$ cat src/rtl/mem_arb_pkg.sv
// Shared types for the unified-memory arbiter: FSM state encoding, grant
// encoding, the timeout counter width and small helper functions.
package mem_arb_pkg;

    typedef enum logic [2:0] {
        IDLE    = 3'd0,
        ISSUE   = 3'd1,
        WAIT_IF = 3'd2,
        WAIT_DM = 3'd3,
        ERR     = 3'd4
    } state_e;

    typedef enum logic [1:0] {
        GNT_NONE = 2'd0,
        GNT_IF   = 2'd1,
        GNT_DM   = 2'd2
    } gnt_e;

    // TIMEOUT is limited to 1..255, so an 8-bit counter always suffices.
    localparam int TMO_W = 8;

    // Wait state that follows the strobe cycle for a given grant.
    function automatic state_e wait_state(input gnt_e g);
        return (g == GNT_DM) ? WAIT_DM : WAIT_IF;
    endfunction

    // 16-bit increment that sticks at all-ones instead of wrapping.
    function automatic logic [15:0] sat_inc16(input logic [15:0] v);
        return (v == 16'hFFFF) ? v : v + 16'd1;
    endfunction

endpackage

$ cat src/rtl/mem_arb_perf.sv
// Stall-cycle counters for the fetch and data ports. Each counter counts the
// cycles its port is stalled and saturates at 16'hFFFF. Only instantiated by
// mem_arbiter when MEM_ARB_PERF_CNT_EN is defined.
module mem_arb_perf
    import mem_arb_pkg::*;
(
    input  logic        clk,
    input  logic        rst,
    input  logic        if_stall,
    input  logic        dm_stall,
    output logic [15:0] if_wait_cnt,
    output logic [15:0] dm_wait_cnt
);

    logic [15:0] if_cnt_q, if_cnt_d;
    logic [15:0] dm_cnt_q, dm_cnt_d;

    // Next count: bump while the port is stalled, never wrap.
    always_comb begin
        if_cnt_d = if_stall ? sat_inc16(if_cnt_q) : if_cnt_q;
        dm_cnt_d = dm_stall ? sat_inc16(dm_cnt_q) : dm_cnt_q;
    end

    // Counter registers, cleared by the active-low asynchronous reset.
    always_ff @(posedge clk or negedge rst) begin
        if (!rst) begin
            if_cnt_q <= 16'd0;
            dm_cnt_q <= 16'd0;
        end else begin
            if_cnt_q <= if_cnt_d;
            dm_cnt_q <= dm_cnt_d;
        end
    end

    assign if_wait_cnt = if_cnt_q;
    assign dm_wait_cnt = dm_cnt_q;

endmodule

$ cat src/rtl/mem_arbiter.sv
// Arbiter between the fetch stage and the memory stage for one stalling
// unified memory. One access is in flight at a time; the data port wins
// over fetch. Illegal requests (read and write together) and memory
// timeouts raise a sticky err and park the FSM in ERR.
// Optional: define MEM_ARB_PERF_CNT_EN to add per-port stall counters.
module mem_arbiter
    import mem_arb_pkg::*;
#(
    parameter int AW      = 16,
    parameter int DW      = 16,
    parameter int TIMEOUT = 31
) (
    input  logic          clk,
    input  logic          rst,
    input  logic          if_req,
    input  logic [AW-1:0] if_addr,
    output logic [DW-1:0] if_rdata,
    output logic          if_done,
    output logic          if_stall,
    input  logic          dm_rd,
    input  logic          dm_wr,
    input  logic [AW-1:0] dm_addr,
    input  logic [DW-1:0] dm_wdata,
    output logic [DW-1:0] dm_rdata,
    output logic          dm_done,
    output logic          dm_stall,
    output logic          mem_rd,
    output logic          mem_wr,
    output logic [AW-1:0] mem_addr,
    output logic [DW-1:0] mem_wdata,
    input  logic [DW-1:0] mem_rdata,
    input  logic          mem_stall,
    input  logic          mem_done,
    output logic          err
`ifdef MEM_ARB_PERF_CNT_EN
    ,
    output logic [15:0]   if_wait_cnt,
    output logic [15:0]   dm_wait_cnt
`endif
);

    localparam logic [TMO_W-1:0] TMO_LIMIT = TMO_W'(TIMEOUT);

    state_e             state_q, state_d;
    gnt_e               gnt_q, gnt_d;
    logic               dm_is_wr_q, dm_is_wr_d;
    logic               mem_rd_q, mem_rd_d;
    logic               mem_wr_q, mem_wr_d;
    logic [AW-1:0]      mem_addr_q, mem_addr_d;
    logic [DW-1:0]      mem_wdata_q, mem_wdata_d;
    logic [DW-1:0]      if_hold_q, if_hold_d;
    logic [DW-1:0]      dm_hold_q, dm_hold_d;
    logic [TMO_W-1:0]   tmo_q, tmo_d;
    logic [TMO_W-1:0]   tmo_inc;
    logic               err_q, err_d;

    assign tmo_inc = tmo_q + 1'b1;

    // Arbitration, strobe sequencing, completion capture and timeout.
    always_comb begin
        state_d     = state_q;
        gnt_d       = gnt_q;
        dm_is_wr_d  = dm_is_wr_q;
        mem_rd_d    = 1'b0;
        mem_wr_d    = 1'b0;
        mem_addr_d  = mem_addr_q;
        mem_wdata_d = mem_wdata_q;
        if_hold_d   = if_hold_q;
        dm_hold_d   = dm_hold_q;
        tmo_d       = tmo_q;
        err_d       = err_q;

        case (state_q)
            IDLE: begin
                tmo_d = '0;
                if (!mem_stall) begin
                    if (dm_rd && dm_wr) begin
                        err_d   = 1'b1;
                        state_d = ERR;
                    end else if (dm_rd || dm_wr) begin
                        gnt_d       = GNT_DM;
                        dm_is_wr_d  = dm_wr;
                        mem_rd_d    = dm_rd;
                        mem_wr_d    = dm_wr;
                        mem_addr_d  = dm_addr;
                        mem_wdata_d = dm_wdata;
                        state_d     = ISSUE;
                    end else if (if_req) begin
                        gnt_d      = GNT_IF;
                        mem_rd_d   = 1'b1;
                        mem_addr_d = if_addr;
                        state_d    = ISSUE;
                    end
                end
            end
            ISSUE: begin
                tmo_d   = '0;
                state_d = wait_state(gnt_q);
            end
            WAIT_IF, WAIT_DM: begin
                if (mem_done) begin
                    if (state_q == WAIT_IF) begin
                        if_hold_d = mem_rdata;
                    end else if (!dm_is_wr_q) begin
                        dm_hold_d = mem_rdata;
                    end
                    gnt_d   = GNT_NONE;
                    state_d = IDLE;
                end else begin
                    tmo_d = tmo_inc;
                    if (tmo_inc == TMO_LIMIT) begin
                        err_d   = 1'b1;
                        state_d = ERR;
                    end
                end
            end
            ERR: begin
                state_d = ERR;
            end
            default: begin
                state_d = IDLE;
            end
        endcase
    end

    // FSM state and registered outputs; everything clears on reset.
    always_ff @(posedge clk or negedge rst) begin
        if (!rst) begin
            state_q     <= IDLE;
            gnt_q       <= GNT_NONE;
            dm_is_wr_q  <= 1'b0;
            mem_rd_q    <= 1'b0;
            mem_wr_q    <= 1'b0;
            mem_addr_q  <= '0;
            mem_wdata_q <= '0;
            if_hold_q   <= '0;
            dm_hold_q   <= '0;
            tmo_q       <= '0;
            err_q       <= 1'b0;
        end else begin
            state_q     <= state_d;
            gnt_q       <= gnt_d;
            dm_is_wr_q  <= dm_is_wr_d;
            mem_rd_q    <= mem_rd_d;
            mem_wr_q    <= mem_wr_d;
            mem_addr_q  <= mem_addr_d;
            mem_wdata_q <= mem_wdata_d;
            if_hold_q   <= if_hold_d;
            dm_hold_q   <= dm_hold_d;
            tmo_q       <= tmo_d;
            err_q       <= err_d;
        end
    end

    // Done pulses coincide with mem_done, so read data bypasses the holding
    // register in that cycle and is held from the register afterwards.
    assign if_done   = (state_q == WAIT_IF) && mem_done;
    assign dm_done   = (state_q == WAIT_DM) && mem_done;
    assign if_rdata  = if_done ? mem_rdata : if_hold_q;
    assign dm_rdata  = (dm_done && !dm_is_wr_q) ? mem_rdata : dm_hold_q;
    assign if_stall  = if_req & ~if_done;
    assign dm_stall  = (dm_rd | dm_wr) & ~dm_done;
    assign mem_rd    = mem_rd_q;
    assign mem_wr    = mem_wr_q;
    assign mem_addr  = mem_addr_q;
    assign mem_wdata = mem_wdata_q;
    assign err       = err_q;

`ifdef MEM_ARB_PERF_CNT_EN
    mem_arb_perf u_perf (
        .clk         (clk),
        .rst         (rst),
        .if_stall    (if_stall),
        .dm_stall    (dm_stall),
        .if_wait_cnt (if_wait_cnt),
        .dm_wait_cnt (dm_wait_cnt)
    );
`endif

endmodule

$ cat config.mk
export PLATFORM = sky130hd
export DESIGN_NAME = mem_arbiter
export DESIGN_NICKNAME = d
export VERILOG_FILES = /design/src/rtl/mem_arb_pkg.sv /design/src/rtl/mem_arb_perf.sv /design/src/rtl/mem_arbiter.sv
export SDC_FILE = /design/constraint.sdc
export NUM_CORES = 1
export LEC_CHECK = 0
export BUFFER_PORTS_ARGS = -buffer_cell sky130_fd_sc_hd__buf_2
export CORE_ASPECT_RATIO = 1.4
export CORE_MARGIN = 2
export CORE_UTILIZATION = 45
export CTS_BUF_LIST = sky130_fd_sc_hd__clkbuf_16
export CTS_CLUSTER_DIAMETER = 200
export DETAILED_ROUTE_END_ITERATION = 8
export PLACE_DENSITY_LB_ADDON = 0.3
export SLEW_MARGIN = 30
export SYNTH_ARGS = -nofsm -noshare
export SYNTH_HDL_FRONTEND = slang
export SYNTH_SLANG_ARGS = --single-unit
$ cat constraint.sdc
create_clock -name clk -period 1.96 [get_ports clk]
set_clock_uncertainty 0.2 [all_clocks]
set_input_delay 0.098 -clock clk [delete_from_list [all_inputs] [get_ports clk]]
set_output_delay 0.098 -clock clk [all_outputs]
set_load 0.005 [all_outputs]
==> out/qor.yml <==
final_layout:
  fin_area_sq_mm: 0.00660
  syn_to_final_growth_pct: 67.6
  final-instance-count-excl-fill: 670
  fin_nets: 632
  final_util_pct: 77.1
  drive_gt1_share_pct: 54.6
yosys:
  ys_async_sr_fraction_pct: 100
  synth_cells: 316
  synth_ff_type: "dfrtp_1"
  synthTopCellsByCount: "dfrtp_1 (81), mux2_2 (79), nor2_1 (26)"
  yosysSeqAreaShare_pct: 51.5
  ys_ff_latch: 81
  yosys.area.top_type: "dfrtp_1"
  synth_area_leaders: "dfrtp_1 (52%), mux2_2 (23%), mux2i_1 (5.1%)"
  syn_avg_cell_area_sq_um: 12.5
  ys.warnings.count: 0
  synth_edf_count: 0
  synth_top_cell_area_share_pct: 51.5
  yosysMostFrequentCell: "dfrtp_1"
  netlist_area_sq_mm: 0.00394
  syn_nets: 389
  synth_cell_types: 42
job:
  cap_viol_max_count: 0
sta:
  timing.hold.ws_ps: 10.4
  setup_viol: 83
  tightest_slew_ps: 517
  rsz0062_at_grt: "true"
  period_share_pct: 113
  finalHoldViolCount: 0
  slew_viol_final: 0
  slew_headroom_pct: 65.5
  timing.final.ws_setup_ps: -251
  fmax_mhz: 452
  fin_crit_ps: 2210
setup_path:
  cp.required_ps: 1660
  cp_data_arrival_time_ps: 1910
  crit_fanout: 8
  crit_type: "reg2out"
  r2r_slack_ps: -240
  end_kind: "output pin"
  startpoint_type: "flop"
placed_design:
  dp_hpwl_microns: 6080
  place_congestion: 0.834
  placed_cells: 558
  numPortBuffers: 141
  place_area_sq_mm: 0.00485
die:
  start_util_pct: 46.0
  die_area_sq_mm: 0.00952
  die_y_microns: 115
  core_area_sq_mm: 0.00856
  core.rowCount: 40
  ios: 142
  die_w_microns: 83.0
route:
  drt_iter0_drc: 157
  drt_wl_total_microns: 12500
  drc_errors: 0
  wl_per_cell_microns: 18.6
  routed_via_density: 5.28
  first_pass_iters: 4
  num_vias: 3536
  drtAntennaViolNets: 0
hold_path:
  hold_class: "in2reg"
power:
  power_leakage_nw: 3.06
  peakVddDrop_mv: 0.891
  finalPower_w: 0.00871
  powerDensity_mw_per_mm2: 1320
run_status:
  failed_checks: "negative setup slack"
  status: "finished with violations"
clock_network:
  cts.clk_slew.worst_paths_ps: 60
  cts.sinks: 81
  h-tree-depth: 3
  max-clock-path-buffers: 2
  clk_latency_ps: 340
  cts_tree: "yes"
  cts_root_buffer: "clkbuf_16"
  cts_buffers: 9
grt:
  antenna_found_initial: 0
  grt-ovfl-total: 0
  grt_pass1_vias: 3724
  grt_pass1_wl_microns: 18300
  grtUsageTotal_pct: 24.7
  grt_max_degree: 45
[metal layers]
metal | share of wire (%) | track usage (%) | vias up
met5 | 0 | 0 | -
met4 | 3.4 | 12.3 | 0
met2 | 55 | 46.4 | 143
li1 | - | - | 1621
met1 | 37 | 26.2 | 1737
met3 | 5.1 | 4.83 | 35
[power by group]
group	switching, W	internal, W
clock network	0.000671	0.00110
registers	0.000467	0.00240
logic	0.00154	0.00253
[registers in the layout (all words and copies together) (netlist names)]
signal      cells
dm_hold_q      16
if_hold_q      16
mem_addr       16
mem_wdata      16
tmo_q           8
state_q         3
gnt_q           2
dm_is_wr_q      1
err             1
mem_rd          1
mem_wr          1
[cells by family (layout without fill, tap and decap cells)]
family	after synthesis	count (layout)	synth area share (%)
DFF	81	81	51.5
xor gates and xnor gates	3	3	0.668
adders and majority gates	2	2	0.636
muxes	100	100	28.0
AOI/OAI and AO/OA	41	41	7.79
buffers and inverters	24	272	3.34
and+or+nand+nor	65	65	8.08
other	0	1	0
[layout make-up]
class | instances | area, sq um
clock inverters | 7 | 85.1
flip-flops and latches | 81 | 2030
clock buffers | 9 | 225
diodes | 1 | 2.50
well taps | 105 | 131
repair buffers | 252 | 2100
inverters | 4 | 15.0
fillers | 516 | 1960
multi-input cells | 211 | 2010
[metrics by stage]
stage,TNS [ps],worst slack [ps]
floorplan,0,2.15
global placement,0,76.7
detailed placement,0,43.9
CTS,-7990,-230
global route,-22610,-339
finish,-15820,-251
[worst paths after layout]
| check | startpoint | cells after the start | end |
|---|---|---|---|
| max | state_q[2] | 7 | dm_rdata[5] |
| min | dm_rd | 2 | err |
| max reg2reg | state_q[1] | 10 | dm_hold_q[10] |
| min reg2reg | err | 1 | err |
| max in group asynchronous | rst | 3 | dm_hold_q[9] |
| min in group asynchronous | rst | 2 | if_hold_q[15] |
[placed cells by master, fill, tap and decap left out, types with 6 or more instances in the layout]
cell type / Yosys / layout
buf_2: 9 / 119
dfrtp_1: 81 / 81
dlygate4sd3_1: 0 / 71
mux2_2: 79 / 41
mux2_4: 0 / 39
buf_6: 4 / 30
mux2i_1: 20 / 20
buf_4: 0 / 18
nor2_1: 26 / 17
a21oi_2: 13 / 15
clkbuf_16: 0 / 13
nand2_1: 13 / 12
nor2_2: 1 / 7
o21ai_0: 9 / 7
nor3_1: 6 / 6
[critical path: stages, from the launching register on]
cell     delay [ps]
dfrtp_1         420
nor2b_4         130
and3_4          190
nor2b_4         140
buf_6           120
buf_16          130
mux2_4          320
buf_6           120
[what timing repair did]
action,CTS,global route
hold buffers,71,0
setup buffers,10,7
pin swaps,1,2
endpoints found under the hold margin,148,0
cloned,4,4
endpoints found under the setup margin,33,103
resized for setup,58,42
Note: power is estimated with default switching activity, not from simulation.
